$ cat src/rtl/arb_mux.sv
// arb_mux: N-channel arbiter feeding a single registered output slot.
// Fixed-priority or round-robin grant, with an optional force onto one
// channel. The output register accepts a new word whenever it is empty or
// being drained in the same cycle, so back-to-back transfers have no bubble.
module arb_mux #(
    parameter int WIDTH = 32,
    parameter int N     = 4,
    parameter int SELW  = 2
) (
    input  logic               clk,
    input  logic               reset,
    input  logic [N*WIDTH-1:0] in_data,
    input  logic [N-1:0]       in_valid,
    output logic [N-1:0]       in_ready,
    input  logic               mode,
    input  logic               force_en,
    input  logic [SELW-1:0]    force_sel,
    output logic [WIDTH-1:0]   out_data,
    output logic               out_valid,
    input  logic               out_ready,
    output logic [SELW-1:0]    out_sel
);

    logic [WIDTH-1:0] out_data_q, out_data_d;
    logic [SELW-1:0]  out_sel_q,  out_sel_d;
    logic             out_valid_q, out_valid_d;
    logic [SELW-1:0]  last_q,     last_d;

    logic [N-1:0]     eligible;
    logic [SELW-1:0]  grant;
    logic             grant_any;
    logic             load_en;
    logic             xfer_in;

    // The output slot can take a word when empty or when it drains this cycle.
    assign load_en = !out_valid_q || out_ready;
    assign xfer_in = grant_any && load_en && !reset;

    // Eligible channels; a force_sel that names no channel leaves none eligible.
    always_comb begin
        eligible = in_valid;
        if (force_en) begin
            for (int i = 0; i < N; i++) begin
                eligible[i] = in_valid[i] && (force_sel == SELW'(i));
            end
        end
    end

    // Grant search; loops run from lowest to highest priority so the last hit wins.
    always_comb begin
        int idx;
        idx       = 0;
        grant     = '0;
        grant_any = 1'b0;
        if (mode) begin
            // Offset 1 from last is highest priority, offset N (last itself) lowest.
            for (int k = N; k >= 1; k--) begin
                idx = int'(last_q) + k;
                if (idx >= N) idx = idx - N;
                if (eligible[SELW'(idx)]) begin
                    grant     = SELW'(idx);
                    grant_any = 1'b1;
                end
            end
        end else begin
            for (int i = N - 1; i >= 0; i--) begin
                if (eligible[i]) begin
                    grant     = SELW'(i);
                    grant_any = 1'b1;
                end
            end
        end
    end

    // One-hot accept to the granted channel only when the word is actually taken.
    always_comb begin
        in_ready = '0;
        if (xfer_in) in_ready[grant] = 1'b1;
    end

    // Output slot and round-robin pointer next state.
    always_comb begin
        out_data_d  = out_data_q;
        out_sel_d   = out_sel_q;
        out_valid_d = out_valid_q;
        last_d      = last_q;
        if (xfer_in) begin
            out_data_d  = in_data[grant*WIDTH +: WIDTH];
            out_sel_d   = grant;
            out_valid_d = 1'b1;
            last_d      = grant;
        end else if (out_valid_q && out_ready) begin
            out_valid_d = 1'b0;
        end
    end

    // State registers; reset discards any held word and points RR at channel 0.
    always_ff @(posedge clk) begin
        if (reset) begin
            out_data_q  <= '0;
            out_sel_q   <= '0;
            out_valid_q <= 1'b0;
            last_q      <= SELW'(N - 1);
        end else begin
            out_data_q  <= out_data_d;
            out_sel_q   <= out_sel_d;
            out_valid_q <= out_valid_d;
            last_q      <= last_d;
        end
    end

    assign out_data  = out_data_q;
    assign out_sel   = out_sel_q;
    assign out_valid = out_valid_q;

endmodule

$ cat config.mk
export PLATFORM = sky130hd
export DESIGN_NAME = arb_mux
export DESIGN_NICKNAME = d
export VERILOG_FILES = /design/src/rtl/arb_mux.sv
export SDC_FILE = /design/constraint.sdc
export NUM_CORES = 1
export LEC_CHECK = 0
export ABC_AREA = 1
export CORE_ASPECT_RATIO = 0.75
export CORE_MARGIN = 2
export CORE_UTILIZATION = 37
export CTS_BUF_LIST = sky130_fd_sc_hd__clkbuf_16
export CTS_CLUSTER_SIZE = 30
export DETAILED_ROUTE_END_ITERATION = 7
export PLACE_DENSITY = 0.81
export SLEW_MARGIN = 15
export SYNTH_ARGS = -nofsm -noshare
export SYNTH_HDL_FRONTEND = slang
export SYNTH_SLANG_ARGS = --single-unit
$ cat constraint.sdc
create_clock -name clk -period 2.4 [get_ports clk]
set_clock_uncertainty 0.2 [all_clocks]
set_input_delay 0.48 -clock clk [delete_from_list [all_inputs] [get_ports clk]]
set_output_delay 0.48 -clock clk [all_outputs]
set_load 0.1 [all_outputs]
# Word-level counts from Yosys, hierarchy flattened
# Cells that the tools add are included.
# totals
wordCells	83
in_bits	139
out_inout_bits	39
reg_bits	37
# classes
magnitude_cmp	10
n_mux	44
n_addsub	8
shift	1
eq_ne	3
n_reduce_logical	13
# ops
operator	count
variable part select 128 x 8 -> 32 bit	1
2-to-1 mux 2 bit	17
2-to-1 mux 1 bit	20
less-than comparator 2 x 4 -> 1 bit (second input constant)	4
greater-or-equal comparator 3 bit (second input constant)	3
binary-select mux 1 bit (select 2 bit)	4
logical AND 1 bit	8
2-to-1 mux 4 bit	2
subtractor 2 x 1 -> 2 bit (second input constant)	4
adder 2 x 2 -> 3 bit (second input constant)	2
adder 2 x 3 -> 4 bit (second input constant)	1
equality test 2 bit (second input constant)	2
greater-or-equal comparator 4 x 3 -> 1 bit (second input constant)	1
adder 2 x 1 -> 3 bit (second input constant)	1
less-than comparator 2 x 3 -> 1 bit (second input constant)	1
demux 1 bit (select 2 bit)	1
equality test 2 x 1 -> 1 bit (second input constant)	1
greater-or-equal comparator 2 x 1 -> 1 bit (second input constant)	1
logical NOT 1 bit	2
logical NOT 2 bit	1
nonzero test 2 bit	1
logical OR 1 bit	1

# Logic depth before layout (Yosys ltp)
# Gate-level depths: netlist of the first run.
# logic_depth
depth_word	17
mapped_depth	19
mapped_depth_nobuf	18

# Worst setup path before layout of the first run
# Ideal clock, no wire load.
# synth_path
path_type	input port to output port
start	input port force_sel[0]
end	output port in_ready[0]
arrival_time_ps	2885
n_path_buf	2
path_slack_ps	-1165
required_ps	1720
cell_stages	17
cell_sequence	inv_2 -> nand2_1 -> nand2_1 -> nand3_1 -> nand2_1 -> nand2_1 -> nand2_1 -> inv_2 -> nand2_1 -> nand2_1 -> nand2_1 -> nand3_2 -> nand2_2 -> buf_6 -> buf_6 -> nand2_1 -> nor2_1
# synth_between
elab_chain_len	16
elab_cells_between_ends	47
cone_classes	2 x order compare; 3 x eq/ne; 34 x mux; 8 x reduce/logical
# synth_lines
element	line_no	rtl
from (decl)	17	input logic [SELW-1:0] force_sel,
equality test 2 x 1 -> 1 bit (tied with other cells)	44	eligible[i] = in_valid[i] && (force_sel == SELW'(i));
logical AND 1 bit	44	
2-to-1 mux 4 bit *	42	if (force_en) begin
binary-select mux 1 bit (select 2 bit)	60	if (eligible[SELW'(idx)]) begin
2-to-1 mux 1 bit (not written as such) (2 in series)	60	
2-to-1 mux 2 bit (4 in series)	60	
2-to-1 mux 2 bit	55	if (mode) begin
less-than comparator 2 x 3 -> 1 bit (not written as such) / greater-or-equal comparator 2 x 1 -> 1 bit (equally long branches)	78	if (xfer_in) in_ready[grant] = 1'b1;
logical AND 1 bit (not written as such)	78	
2-to-1 mux 1 bit (not written as such)	78	
demux 1 bit (select 2 bit)	78	
2-to-1 mux 4 bit *	78	
to (decl)	14	output logic [N-1:0] in_ready,
# Every way passes the cells marked *; elsewhere a longest branch is shown, timed or not. The select of a mux whose other input is x is not followed.

# Worst setup path after layout of the first run
# layout_path
start	input port in_valid[3]
end	output port in_ready[0]
# layout_between
elab_chain_len	15
elab_cells_between_ends	40
cone_classes	2 x order compare; 34 x mux; 4 x reduce/logical
# layout_lines
element	line_no	rtl
from (decl)	13	input logic [N-1:0] in_valid,
logical AND 1 bit	44	
2-to-1 mux 4 bit *	42	
binary-select mux 1 bit (select 2 bit)	60	
2-to-1 mux 1 bit (not written as such) (2 in series)	60	
2-to-1 mux 2 bit (4 in series)	60	
2-to-1 mux 2 bit	55	
less-than comparator 2 x 3 -> 1 bit (not written as such) / greater-or-equal comparator 2 x 1 -> 1 bit (equally long branches)	78	
logical AND 1 bit (not written as such)	78	
2-to-1 mux 1 bit (not written as such)	78	
demux 1 bit (select 2 bit)	78	
2-to-1 mux 4 bit *	78	
# Marks and branches as above.

==> results of run 1 <==
power by group:
| group | total, W | leakage [nW] | switching [W] | internal (W) |
|---|---|---|---|---|
| sequential | 0.000833 | 0.309 | 0.0000813 | 0.000751 |
| clock | 0.000624 | 0.0696 | 0.000244 | 0.000380 |
| combinational | 0.00252 | 2.09 | 0.00174 | 0.000782 |
kinds of logic (layout without fill, tap and decap cells):
| family | Yosys count | count (layout) | synth area share |
|---|---|---|---|
| and+or+nand+nor | 383 | 383 | 0.598 |
| buffers and inverters | 63 | 259 | 0.108 |
| DFF | 37 | 37 | 0.268 |
| AOI/OAI and AO/OA | 9 | 9 | 0.0231 |
| xor gates and xnor gates | 1 | 1 | 0.00317 |
critical path, stage by stage:
cell                              delay, ps
sky130_fd_sc_hd__clkdlybuf4s15_1        260
sky130_fd_sc_hd__nand3_2                110
sky130_fd_sc_hd__nand2_2                100
sky130_fd_sc_hd__nand2_2                 70
sky130_fd_sc_hd__nand2_2                 70
sky130_fd_sc_hd__inv_2                   40
sky130_fd_sc_hd__nand2_2                 70
sky130_fd_sc_hd__nand2_1                 50
sky130_fd_sc_hd__nand2_1                 80
sky130_fd_sc_hd__nand3_2                120
sky130_fd_sc_hd__nand2_4                120
sky130_fd_sc_hd__nand2_4                 80
sky130_fd_sc_hd__nor2_4                 140
sky130_fd_sc_hd__buf_12                 180
cell usage after synthesis:
cell	instances
sky130_fd_sc_hd__xnor2_1	1
sky130_fd_sc_hd__inv_1	23
sky130_fd_sc_hd__clkinv_1	1
sky130_fd_sc_hd__nand4_1	1
sky130_fd_sc_hd__nand2_4	1
sky130_fd_sc_hd__a21boi_4	1
sky130_fd_sc_hd__nor3_1	2
sky130_fd_sc_hd__o21ai_1	1
sky130_fd_sc_hd__o211ai_1	1
sky130_fd_sc_hd__a21oi_1	3
sky130_fd_sc_hd__buf_2	9
sky130_fd_sc_hd__nand2_2	1
sky130_fd_sc_hd__o21ai_0	2
sky130_fd_sc_hd__nand3_2	2
sky130_fd_sc_hd__buf_6	3
sky130_fd_sc_hd__buf_4	8
sky130_fd_sc_hd__a21boi_1	1
sky130_fd_sc_hd__nor2_4	2
sky130_fd_sc_hd__nand2_1	180
sky130_fd_sc_hd__nor2_1	55
sky130_fd_sc_hd__inv_2	8
sky130_fd_sc_hd__nand3_1	139
sky130_fd_sc_hd__dfxtp_1	37
sky130_fd_sc_hd__clkbuf_1	11
layer usage:
metal  vias up  GRT usage
met5         -          0
met4         0     0.0662
met3        31     0.0649
met2       225      0.488
met1      1803      0.325
li1       1970          -
repair_timing:
item                                    CTS  global route
setup buffers                             9             1
gates resized for setup                  46            28
endpoints found under the setup margin   40            38
hold buffers                              0             0
pin swaps                                24            17
how the worst max path moves through the flow:
| stage | to |
|---|---|
| 6_report | in_ready[0] |
| 5_1_grt | in_ready[1] |
| 4_1_cts | in_ready[0] |
| 3_5_place_dp | in_ready[1] |
| 3_3_place_gp | in_ready[3] |
| 2_1_floorplan | in_ready[0] |
through the flow:
stage          setup TNS [ps]  area, sq um   util  hold slack [ps]  worst slack (ps)
3_3_place_gp           -20540         4780  0.656              258              -669
5_1_grt                 -2350         5160  0.707              282              -339
6_report                 -995         5160  0.707              266              -264
3_5_place_dp           -23910         4780  0.656              262              -749
2_1_floorplan           -1510         2840      -              319              -422
4_1_cts                  -945         5080  0.696              270              -253
registers in the layout, summed over array words and instances (netlist names):
| signal | flops |
|---|---|
| last_q | 2 |
| out_data | 32 |
| out_sel | 2 |
| out_valid | 1 |
final cells by class:
type	instances	area, sq um	share of cell area
repair buffers	219	2070	0.401
multi-input cells	393	1930	0.374
flip-flops and latches	37	746	0.145
inverters	32	143	0.0276
well taps	101	126	0.0245
clock buffers	5	125	0.0243
clock inverters	3	17.5	0.00340
==> run summary, run 1 <==
The post-detailed-placement half-perimeter wirelength was 8340 um. STA puts the critical path data arrival time at 1980 ps. The run gives 0.270 as the global router's overall resource usage. The number of different library cells used by synthesis comes to 24. The min-delay analysis places its worst path in the category register to register. The total chip power was 0.00398 W; the average wire per cell in the routed design was 14.5 um. The routed layout has 4,029 vias.

Count of final max-slew check failures: 0. The clock drives 37 sinks. The worst hold path begins at out_sel[1]. In this run, CTS created clock tree buffers numbering 5. Power spread over the standard cell area amounts to 771 nW/um^2. 0 antenna diodes ended up in the layout. The worst setup path is launched from a primary input. The actual slew at the worst max-slew pin is 510 ps. The library cells used most frequently in the layout, excluding fill and tap cells, are sky130_fd_sc_hd__nand2_1, sky130_fd_sc_hd__nand3_1, sky130_fd_sc_hd__clkdlybuf4s50_1.

In this run the worst path has a maximum fanout of 3. The tools report the achievable clock frequency as 375 MHz. The total leakage power was 2.47 nW; the total setup violations reported at the end of the flow was 4. The library cell used most frequently in the layout, excluding fill and tap cells, is sky130_fd_sc_hd__nand2_1. In this run the horizontal extent of the chip is 104 um.

Wires add up to 11,400 um. The layout net count came out at 827. The hold path endpoint is out_sel[1]. The logs give 0.932 for the final weighted congestion of routability-driven global placement and 773 for the number of placed instances with taps included. The final worst setup slack is -264 ps. The longest clock path from root to sink contains 2 buffers.

The tools report the via count of the first global-routing pass as 3,698. By area the synthesized netlist is led by sky130_fd_sc_hd__dfxtp_1, sky130_fd_sc_hd__nand3_1, sky130_fd_sc_hd__nand2_1. The startpoint identified for the worst register-to-register timing path is last_q[0].

The setup check on the worst reg-to-reg path leaves a slack of 40 ps. The DRC violation count after routing was 0; the number of antenna violations at the first check in global routing was 0. The insertion delay to the later sink of the worst-skew pair is 270 ps, and the die footprint is 8190 sq um. In the detailed route, the total length drawn on met3 is 1030 um.

When the netlist entered floorplanning its net count stood at 632. For the max capacitance violation total, the log shows 0. The required time reported for the critical path endpoint was 1720 ps; the number of top-level pins was 178.

TritonCTS built the clock tree. The fill cell total of the finished layout is 631. The clock transition at the registers of the reported paths is 50 ps, and the post-layout instance count excluding filler cells is 790. Pin count of the biggest net entering global routing: 49.

The number of cells on the worst reg-to-reg path is 15. The floorplan step defined a core boundary enclosing 7300 sq um. Setup repair after global routing could not meet its margin everywhere. The tools report the detailed-route wire length on metal 1 as 4630 um. The average instance area after synthesis came out at 5.61 sq um. Biggest area consumer among synthesized cells: sky130_fd_sc_hd__dfxtp_1. For the met2 routed wirelength, the log shows 5510 um. The endpoint identified for the worst register-to-register timing path is out_data[29]. The starting density of the core is 0.379, and the synthesized instance count is 493. The final reports fail on setup timing.

Yosys printed 0 warnings. The remaining max-slew budget at the tightest pin is 0.660, and the peak ir drop on the vdd network is 0.348 mV. The detailed router's first-iteration violation count is 370.

The share of layout cells above drive strength 1 was 0.219. The flow ran to the end, but the final reports show violations. From synthesis to final layout, the design area changed by 86.4%. The number of endpoints with negative hold slack in the final report was 0. For the first-pass GRT wire length, the log shows 17,900 um. The sequential fraction of the synthesis area is 0.268, and the number of cells traversed by the worst hold path is 2. The logs give 0 for the total congestion overflow and 27 for the number of core rows.

The H-tree was split into 2 levels. The number of port buffers is 177. The post-layout minimum cycle time is 2660 ps. The count of nets left with antenna violations once routing finished came out at 0.

The part of the cycle the worst path needs came out at 1.11. Counting flops and latches in the post-synthesis netlist gives 37. CTS placed an instance of sky130_fd_sc_hd__clkbuf_16 at the clock tree root.

The type of the worst setup path was primary input to primary output. Before antenna repair, the detailed router went through 5 iterations. Summing every instance area after synthesis gives 2770 sq um.

The detailed router used layers up to and including met4. The most critical setup path has its startpoint at in_valid[3]. The ratio of routed vias to standard cells is 5.10, and the share of Yosys cell area claimed by the top area cell type is 0.268.

The die is 78.9 um tall. STA classifies the critical path endpoint as a primary output.
Power figures use the tool's default switching activity.
==> run 2, diff against run 1 <==
--- a/config.mk
+++ b/config.mk
@@ -13,7 +13,7 @@
 export CTS_CLUSTER_SIZE = 30
 export DETAILED_ROUTE_END_ITERATION = 7
 export PLACE_DENSITY = 0.81
-export SLEW_MARGIN = 15
+export SLEW_MARGIN = 10
 export SYNTH_ARGS = -nofsm -noshare
 export SYNTH_HDL_FRONTEND = slang
 export SYNTH_SLANG_ARGS = --single-unit
==> results of run 2 <==
No change in the layout: final DEF, timing and power equal those of run 1.
